===== config.mk =====
export PLATFORM = sky130hd
export DESIGN_NAME = if_id_queue
export DESIGN_NICKNAME = d
export VERILOG_FILES = /design/src/rtl/if_id_queue.sv
export SDC_FILE = /design/constraint.sdc
export NUM_CORES = 1
export LEC_CHECK = 0
export ABC_AREA = 1
export BUFFER_PORTS_ARGS = -buffer_cell sky130_fd_sc_hd__buf_2
export CAP_MARGIN = 20
export CORE_MARGIN = 2
export CORE_UTILIZATION = 59
export DETAILED_ROUTE_END_ITERATION = 10
export PLACE_DENSITY = 0.8
export SYNTH_ARGS = -nofsm -noshare
export SYNTH_HDL_FRONTEND = slang
export SYNTH_SLANG_ARGS = --single-unit

===== constraint.sdc =====
create_clock -name clk -period 2.1 [get_ports clk]
set_input_delay 0.105 -clock clk [delete_from_list [all_inputs] [get_ports clk]]
set_output_delay 0.105 -clock clk [all_outputs]
set_load 0.03 [all_outputs]

===== src/rtl/if_id_queue.sv =====
// if_id_queue
//
// Instruction prefetch queue between the fetch stage and the decode stage.
// It holds up to DEPTH {next_pc, instruction} pairs so fetch keeps running
// while decode is stalled. in_ready replaces the direct freeze of the fetch
// PC register. A taken branch (flush) empties the queue in one cycle.
// All storage is registers, and out_* depend only on registered state, so
// there is no combinational path from the write side to the read side.
//
// Handshake: a transfer happens on a rising clk edge when valid and ready
// are both high in the cycle before it. Ready never depends on valid on the
// same side. The write side is in_valid/in_ready and the read side is
// out_valid/out_ready. flush overrides both sides for that cycle.
//
// Ports
//   clk             rising-edge clock
//   rst             asynchronous reset, active low
//   flush           branch taken: drop queued and incoming entries
//   in_valid        fetch presents an entry
//   in_pc           fetch next_pc
//   in_instruction  fetched instruction word
//   in_ready        queue can accept (fetch freeze = in_valid & ~in_ready)
//   out_valid       head entry valid for decode
//   out_pc          head PC, 0 when empty
//   out_instruction head instruction, 0 (NOP) when empty
//   out_ready       decode consumes the head this cycle
//   count           current occupancy
module if_id_queue #(
  parameter int ADDRESS_LEN = 32,
  parameter int DEPTH       = 4
) (
  input  logic                           clk,
  input  logic                           rst,
  input  logic                           flush,
  input  logic                           in_valid,
  input  logic [ADDRESS_LEN-1:0]         in_pc,
  input  logic [ADDRESS_LEN-1:0]         in_instruction,
  output logic                           in_ready,
  output logic                           out_valid,
  output logic [ADDRESS_LEN-1:0]         out_pc,
  output logic [ADDRESS_LEN-1:0]         out_instruction,
  input  logic                           out_ready,
  output logic [$clog2(DEPTH+1)-1:0]     count
);

  localparam int PW = $clog2(DEPTH);
  localparam int CW = $clog2(DEPTH+1);
  localparam logic [CW-1:0] FULL_COUNT = CW'(DEPTH);
  localparam logic [CW-1:0] ONE_COUNT  = CW'(1);
  localparam logic [PW-1:0] ONE_PTR    = PW'(1);

  logic [ADDRESS_LEN-1:0] mem_pc    [DEPTH];
  logic [ADDRESS_LEN-1:0] mem_instr [DEPTH];
  logic [PW-1:0]          wp;
  logic [PW-1:0]          rp;
  logic                   push;
  logic                   pop;

  // in_ready comes from the registered count only: a full queue refuses a
  // push even when decode pops in the same cycle, which keeps the fetch
  // freeze free of any path from decode.
  assign in_ready  = (count != FULL_COUNT);
  assign out_valid = (count != '0);

  assign push = in_valid & in_ready & ~flush;
  assign pop  = out_valid & out_ready & ~flush;

  // Empty queue presents PC 0 and a NOP word to decode.
  assign out_pc          = out_valid ? mem_pc[rp]    : '0;
  assign out_instruction = out_valid ? mem_instr[rp] : '0;

  // DEPTH is a power of two, so the pointers wrap naturally.
  always_ff @(posedge clk or negedge rst) begin
    if (!rst) begin
      wp    <= '0;
      rp    <= '0;
      count <= '0;
      for (int i = 0; i < DEPTH; i++) begin
        mem_pc[i]    <= '0;
        mem_instr[i] <= '0;
      end
    end else if (flush) begin
      wp    <= '0;
      rp    <= '0;
      count <= '0;
    end else begin
      if (push) begin
        mem_pc[wp]    <= in_pc;
        mem_instr[wp] <= in_instruction;
        wp            <= wp + ONE_PTR;
      end
      if (pop) begin
        rp <= rp + ONE_PTR;
      end
      case ({push, pop})
        2'b10:   count <= count + ONE_COUNT;
        2'b01:   count <= count - ONE_COUNT;
        default: count <= count;
      endcase
    end
  end

endmodule


Yosys cells after proc, flatten, opt, wreduce, memory -nomap -nowiden
Index checks and enable logic that the tools add are counted.
{"block": "word_totals", "reg_bits": 263, "in_bits": 69, "wordCells": 52}
{"block": "classes", "addsub": 4, "magnitude_cmp": 3, "n_eq_ne": 3, "muxes": 18, "bitwise": 7, "n_reduce_logical": 6}
{"cell": "bitwise mux 128 bit", "n": 2}
{"cell": "2-to-1 mux 32 bit", "n": 7}
{"cell": "binary-select mux 32 bit (select 2 bit)", "n": 2}
{"cell": "demux 32 bit (select 2 bit)", "n": 1}
{"cell": "2-to-1 mux 2 bit", "n": 4}
{"cell": "greater-or-equal comparator 3 bit, second input constant", "n": 2}
{"cell": "inverter 2 -> 3 bit", "n": 2}
{"cell": "case mux 3 bit (2 select lines)", "n": 1}
{"cell": "nonzero test 3 bit", "n": 2}
{"cell": "adder 2 x 1 -> 2 bit, second input constant", "n": 2}
{"cell": "AND 1 bit", "n": 4}
{"cell": "nonzero test 2 bit", "n": 2}
{"cell": "adder 3 x 1 -> 3 bit, second input constant", "n": 1}
{"cell": "< comparator 3 x 1 -> 1 bit, second input constant", "n": 1}
{"cell": "2-to-1 mux 3 bit", "n": 1}
{"cell": "inequality test 3 bit, second input constant", "n": 1}
{"cell": "subtractor 3 x 1 -> 3 bit, second input constant", "n": 1}
{"cell": "equality test 2 x 1 -> 1 bit, second input constant", "n": 1}
{"cell": "equality test 2 bit, second input constant", "n": 1}
{"cell": "AND reduction 2 bit", "n": 1}
{"cell": "logical AND 1 bit", "n": 1}
{"cell": "inverter 1 bit", "n": 1}

Longest topological paths before layout
{"block": "logic_depth", "ltp_word": 6, "depth_mapped": 13, "mapped_depth_nobuf": 13}

Worst setup path after synthesis
Ideal clock, no wire load.
{"block": "synth_timing", "kind": "flip-flop to flip-flop", "start": "register count[1]", "end": "register count[2]", "arrival_ns": 2.125, "required_ns": 1.982, "setup_slack_ns": -0.143, "stages_incl_launch_ff": 14, "n_path_buf": 0, "synth_period_minus_slack_ns": 2.243, "path_cell_list": "dfrtp_1 > nor2_2 > nand2_1 > nand2_1 > nor2_1 > nand2_1 > inv_1 > fa_1 > xnor2_1 > inv_1 > nand2_1 > nand2_1 > nand2_1 > nand2_1"}
{"block": "synth_via", "elab_chain_cells": 6, "elab_cells_between_ends": 13}
{"element": "start: declaration", "line": "43", "rtl": "output logic [$clog2(DEPTH+1)-1:0] count"}
{"element": "start signal: assignment", "line": "96", "rtl": "2'b10: count <= count + ONE_COUNT;"}
{"element": "start signal: assignment", "line": "97", "rtl": "2'b01: count <= count - ONE_COUNT;"}
{"element": "start signal: assignment", "line": "98", "rtl": "default: count <= count;"}
{"element": "nonzero test 3 bit (*)", "line": "63", "rtl": "assign out_valid = (count != '0);"}
{"element": "via out_valid", "line": "39", "rtl": "output logic out_valid,"}
{"element": "AND 1 bit (*) (2 in a row)", "line": "66", "rtl": "assign pop = out_valid & out_ready & ~flush;"}
{"element": "equality test 2 x 1 -> 1 bit / equality test 2 bit (equally long branches)", "line": "95", "rtl": "case ({push, pop})"}
{"element": "case mux 3 bit (2 select lines)", "line": "95"}
{"element": "2-to-1 mux 3 bit", "line": "82", "rtl": "end else if (flush) begin"}
The timed path passes the listed nets; every way through them passes the cells marked *.
A chain may end at the register's enable or synchronous reset.

Worst setup path after layout
{"block": "layout_timing", "start": "register rp[0]", "end": "output port out_instruction[3]"}
{"block": "layout_via", "elab_chain_cells": 5}
{"element": "start: declaration", "line": "55", "rtl": "logic [PW-1:0] rp;"}
{"element": "start signal: assignment", "line": "93", "rtl": "rp <= rp + ONE_PTR;"}
{"element": "inverter 2 -> 3 bit (not written as such)", "line": "70", "rtl": "assign out_instruction = out_valid ? mem_instr[rp] : '0;"}
{"element": "binary-select mux 32 bit (select 2 bit)", "line": "70"}
{"element": "2-to-1 mux 32 bit (not written as such) (2 in a row)", "line": "70"}
{"element": "2-to-1 mux 32 bit", "line": "70"}
{"element": "end: declaration", "line": "41", "rtl": "output logic [ADDRESS_LEN-1:0] out_instruction,"}
Every way passes these cells. The select of a mux whose other input is x is not followed.

==> key figures <==
Timing
  – Max-slew violation count: 0
  – Finish-stage setup viols: 45
  – Relative slew slack: roughly 67%
  – Fmax: about 430 MHz
  – Slew @ Worst Pin: just under 0.5 ns
  – Fin Setup TNS: -1.641 ns
  – Crit share post-route: 109.7%
  – Final WS setup: -0.2042 ns
  – Period minus WS final: roughly 2.3 ns
  – Clock Skew: 0.01993 ns
  – Hold WS: about 0.098 ns
  – Endpoints failing hold: 0
  – RSZ-0062 raised after global routing: true

Min path
  – Worst hold-check path type: in2async

Global route
  – Grt ovf: 0
  – First-pass GRT wire length: 53390 µm
  – Initial antenna violation count: 0
  – Largest net degree at the start of global routing: between 60 and 70
  – Total Routing Usage GR: 30.01%
  – Vias in the first global route: around 11k

Clock network
  – Clk Latency, worst-skew pair: ~0.55 ns
  – Worst-path clk slew: 0.06 ns
  – CTS tree: done
  – TritonCTS Buffers: 28
  – Clock root buffer: clkbuf_16
  – Clock buffer depth: 3
  – H-tree levels: 1
  – Sink Count: 263

Route
  – DR vias: approximately 11k
  – DRT Pass-1 Iters: 6
  – Post-route ant nets: 0
  – Routed vias/inst: 5.752
  – Drt total wl: 35180 µm
  – Initial DRC Count: around 1.1k
  – WL per Instance: 18.28 µm
  – # DRC: 0

Worst setup path
  – Crit path DAT: between 2 and 2.5 ns
  – Worst R2R Start: count[0]
  – Worst r2r path cells: 13
  – Startpoint types: register
  – Kind of end point of the critical path: output port
  – Reg2reg setup slack: around 0.090 ns
  – Worst r2r dst: count[2]
  – CP required: around 2 ns
  – Crit path kind: reg2out
  – Worst-path maximum fanout: 9

Layout
  – Area grow syn2layout: 27.12%
  – Cell area after layout: 15640 µm²
  – N_diodes: 0
  – Non-filler cells, final: 1924
  – Commonest non-fill, non-tap cell in the layout: o21ai_1
  – Final core utilization: between 70 and 80%
  – Area of the multi-input gates: between 4000 and 5000 µm²
  – Layout net count: about 1.7k
  – Filler cell count: between 1k and 1.5k
  – Layout cells sized above 1: roughly a fifth
  – Seq. cell area: 6590 µm²
  – Most frequent cells in the layout: o21ai_1 (289), nand2_1 (273), dfrtp_1 (258)

Die
  – Core area: 20360 µm²
  – Initial Utilization: approximately 60%
  – Die width: 148.4 µm
  – Full die area: 22020 µm²
  – Die H: approximately 150 µm
  – Rows: 52
  – Top-level port count: roughly 140

Placed design
  – Count of input and output buffers: 137
  – Dpl hpwl: 17210 µm
  – Placed cell areas: 13030 µm²
  – Final weighted congestion in routability-driven placement: ~0.83
  – Placed insts: ~1.8k

Power and ir drop
  – Pint: ~0.015 W
  – VDD IR max: approximately 1200 µV
  – Register share of total power: a little over a third
  – Sw Ratio: 39.82%
  – Switching pwr: around 0.0097 W
  – Cell Pwr Density: between 1500 and 2000 nW/µm²
  – Leakage: between 7 and 8 nW
  – Combinational Power Share: 43.9%
  – Clock power frac: a little over a fifth

Logic synthesis
  – Yosys reg bits: about 260
  – Synth unique cells: 25
  – Syn avg cell area: 8.507 µm²
  – Mapped Area: between 10000 and 15000 µm²
  – Register area share after synthesis: 53.50%
  – Synth warnings: 0
  – Cells after synthesis: roughly 1.4k
  – Post-Syn Nets: between 1.5k and 2k

Run
  – Maximum Capacitance Violations: 0

Run status
  – Status: finished with violations
  – Failing checks: negative setup slack
Yosys cell counts (all sizes together):
| cell | number | area share, % |
|---|---|---|
| nand3 | 5 | 0.31 |
| nand2 | 280 | 8.8 |
| buf | 86 | 6.3 |
| o21ai | 388 | 17 |
| a21oi | 67 | 2.7 |
| inv | 74 | 2.3 |
| clkbuf | 18 | 0.56 |
| dfrtp | 263 | 54 |
| fa | 1 | 0.16 |
| xnor2 | 1 | 0.071 |
| ha | 4 | 0.41 |
| a21boi | 1 | 0.061 |
| nor2 | 258 | 7.9 |
critical path: stages, from the launching register on:
cell	delay [ns]
dfrtp_4	0.56
buf_12	0.19
buf_16	0.14
nor2_1	0.06
nor2_1	0.08
o21ai_0	0.14
a21oi_1	0.25
buf_4	0.21
routing by layer:
metal  global-route usage, %  part of all wire [%]  vias to the layer above
li1                        -                     -                     5102
met1                   40.96                    41                     5331
met2                   50.14                    49                      545
met3                   4.018                   7.5                       89
met4                   10.14                   2.7                        0
met5                       0                     0                        -
metrics by stage:
stage | power (W) | setup slack [ns]
after CTS | 0.02296 | -0.04974
after global placement | 0.01637 | 0.1924
after detailed placement | 0.01667 | 0.1072
after global routing | 0.02565 | -0.2590
after floorplan | 0.01427 | 0.01272
final | 0.02430 | -0.2042
what timing repair did:
item,in CTS,in global routing
resized for setup,84,142
pin swaps,4,43
cloned,7,11
endpoints found under the setup margin,64,65
buffers inserted,5,4
hold endpoints to repair,498,0
hold buffers,68,0
layout make-up:
type	count	area share, %
Sequential cell	263	42.15
Clock inverter	8	0.9282
Clock buffer	42	5.209
Tap cell	270	2.161
Inverter	74	1.936
Timing Repair Buffer	262	17.18
Multi-Input combinational cell	1005	30.44
sequential cells by signal, indices dropped and copies added (netlist names):
name,count
mem_instr,128
mem_pc,128
count,3
rp,2
wp,2
power groups by stage:
stage | Clock, W | Combinational [W] | Sequential (W)
floorplan | 0 | 0.00618 | 0.00809
global placement | 0 | 0.00813 | 0.00824
detailed placement | 0 | 0.00834 | 0.00833
CTS | 0.00519 | 0.00945 | 0.00833
global route | 0.00542 | 0.0115 | 0.00871
finish | 0.00516 | 0.0107 | 0.00847
how the worst max path moves through the flow:
| stage | start | endpoint | slack, ns | depth (start not counted) |
|---|---|---|---|---|
| after floorplan | count[1] | count[2] | 0.01 | 13 |
| after global placement | count[1] | count[2] | 0.19 | 13 |
| after detailed placement | count[1] | count[2] | 0.11 | 13 |
| after CTS | rp[0] | out_pc[18] | -0.05 | 7 |
| after global routing | rp[0] | out_instruction[3] | -0.26 | 7 |
| final | rp[0] | out_instruction[3] | -0.20 | 7 |
logic make-up (layout without fill, tap and decap cells):
logic type | Yosys count | count (layout) | share of synthesized area (%)
AOI/OAI and AO/OA | 456 | 456 | 19.67
xor gates and xnor gates | 1 | 1 | 0.07122
adders and majority gates | 5 | 5 | 0.5696
buffers and inverters | 178 | 386 | 9.134
DFF | 263 | 263 | 53.50
and+or+nand+nor | 543 | 543 | 17.05
No activity file was read; power rests on OpenSTA's default activity.
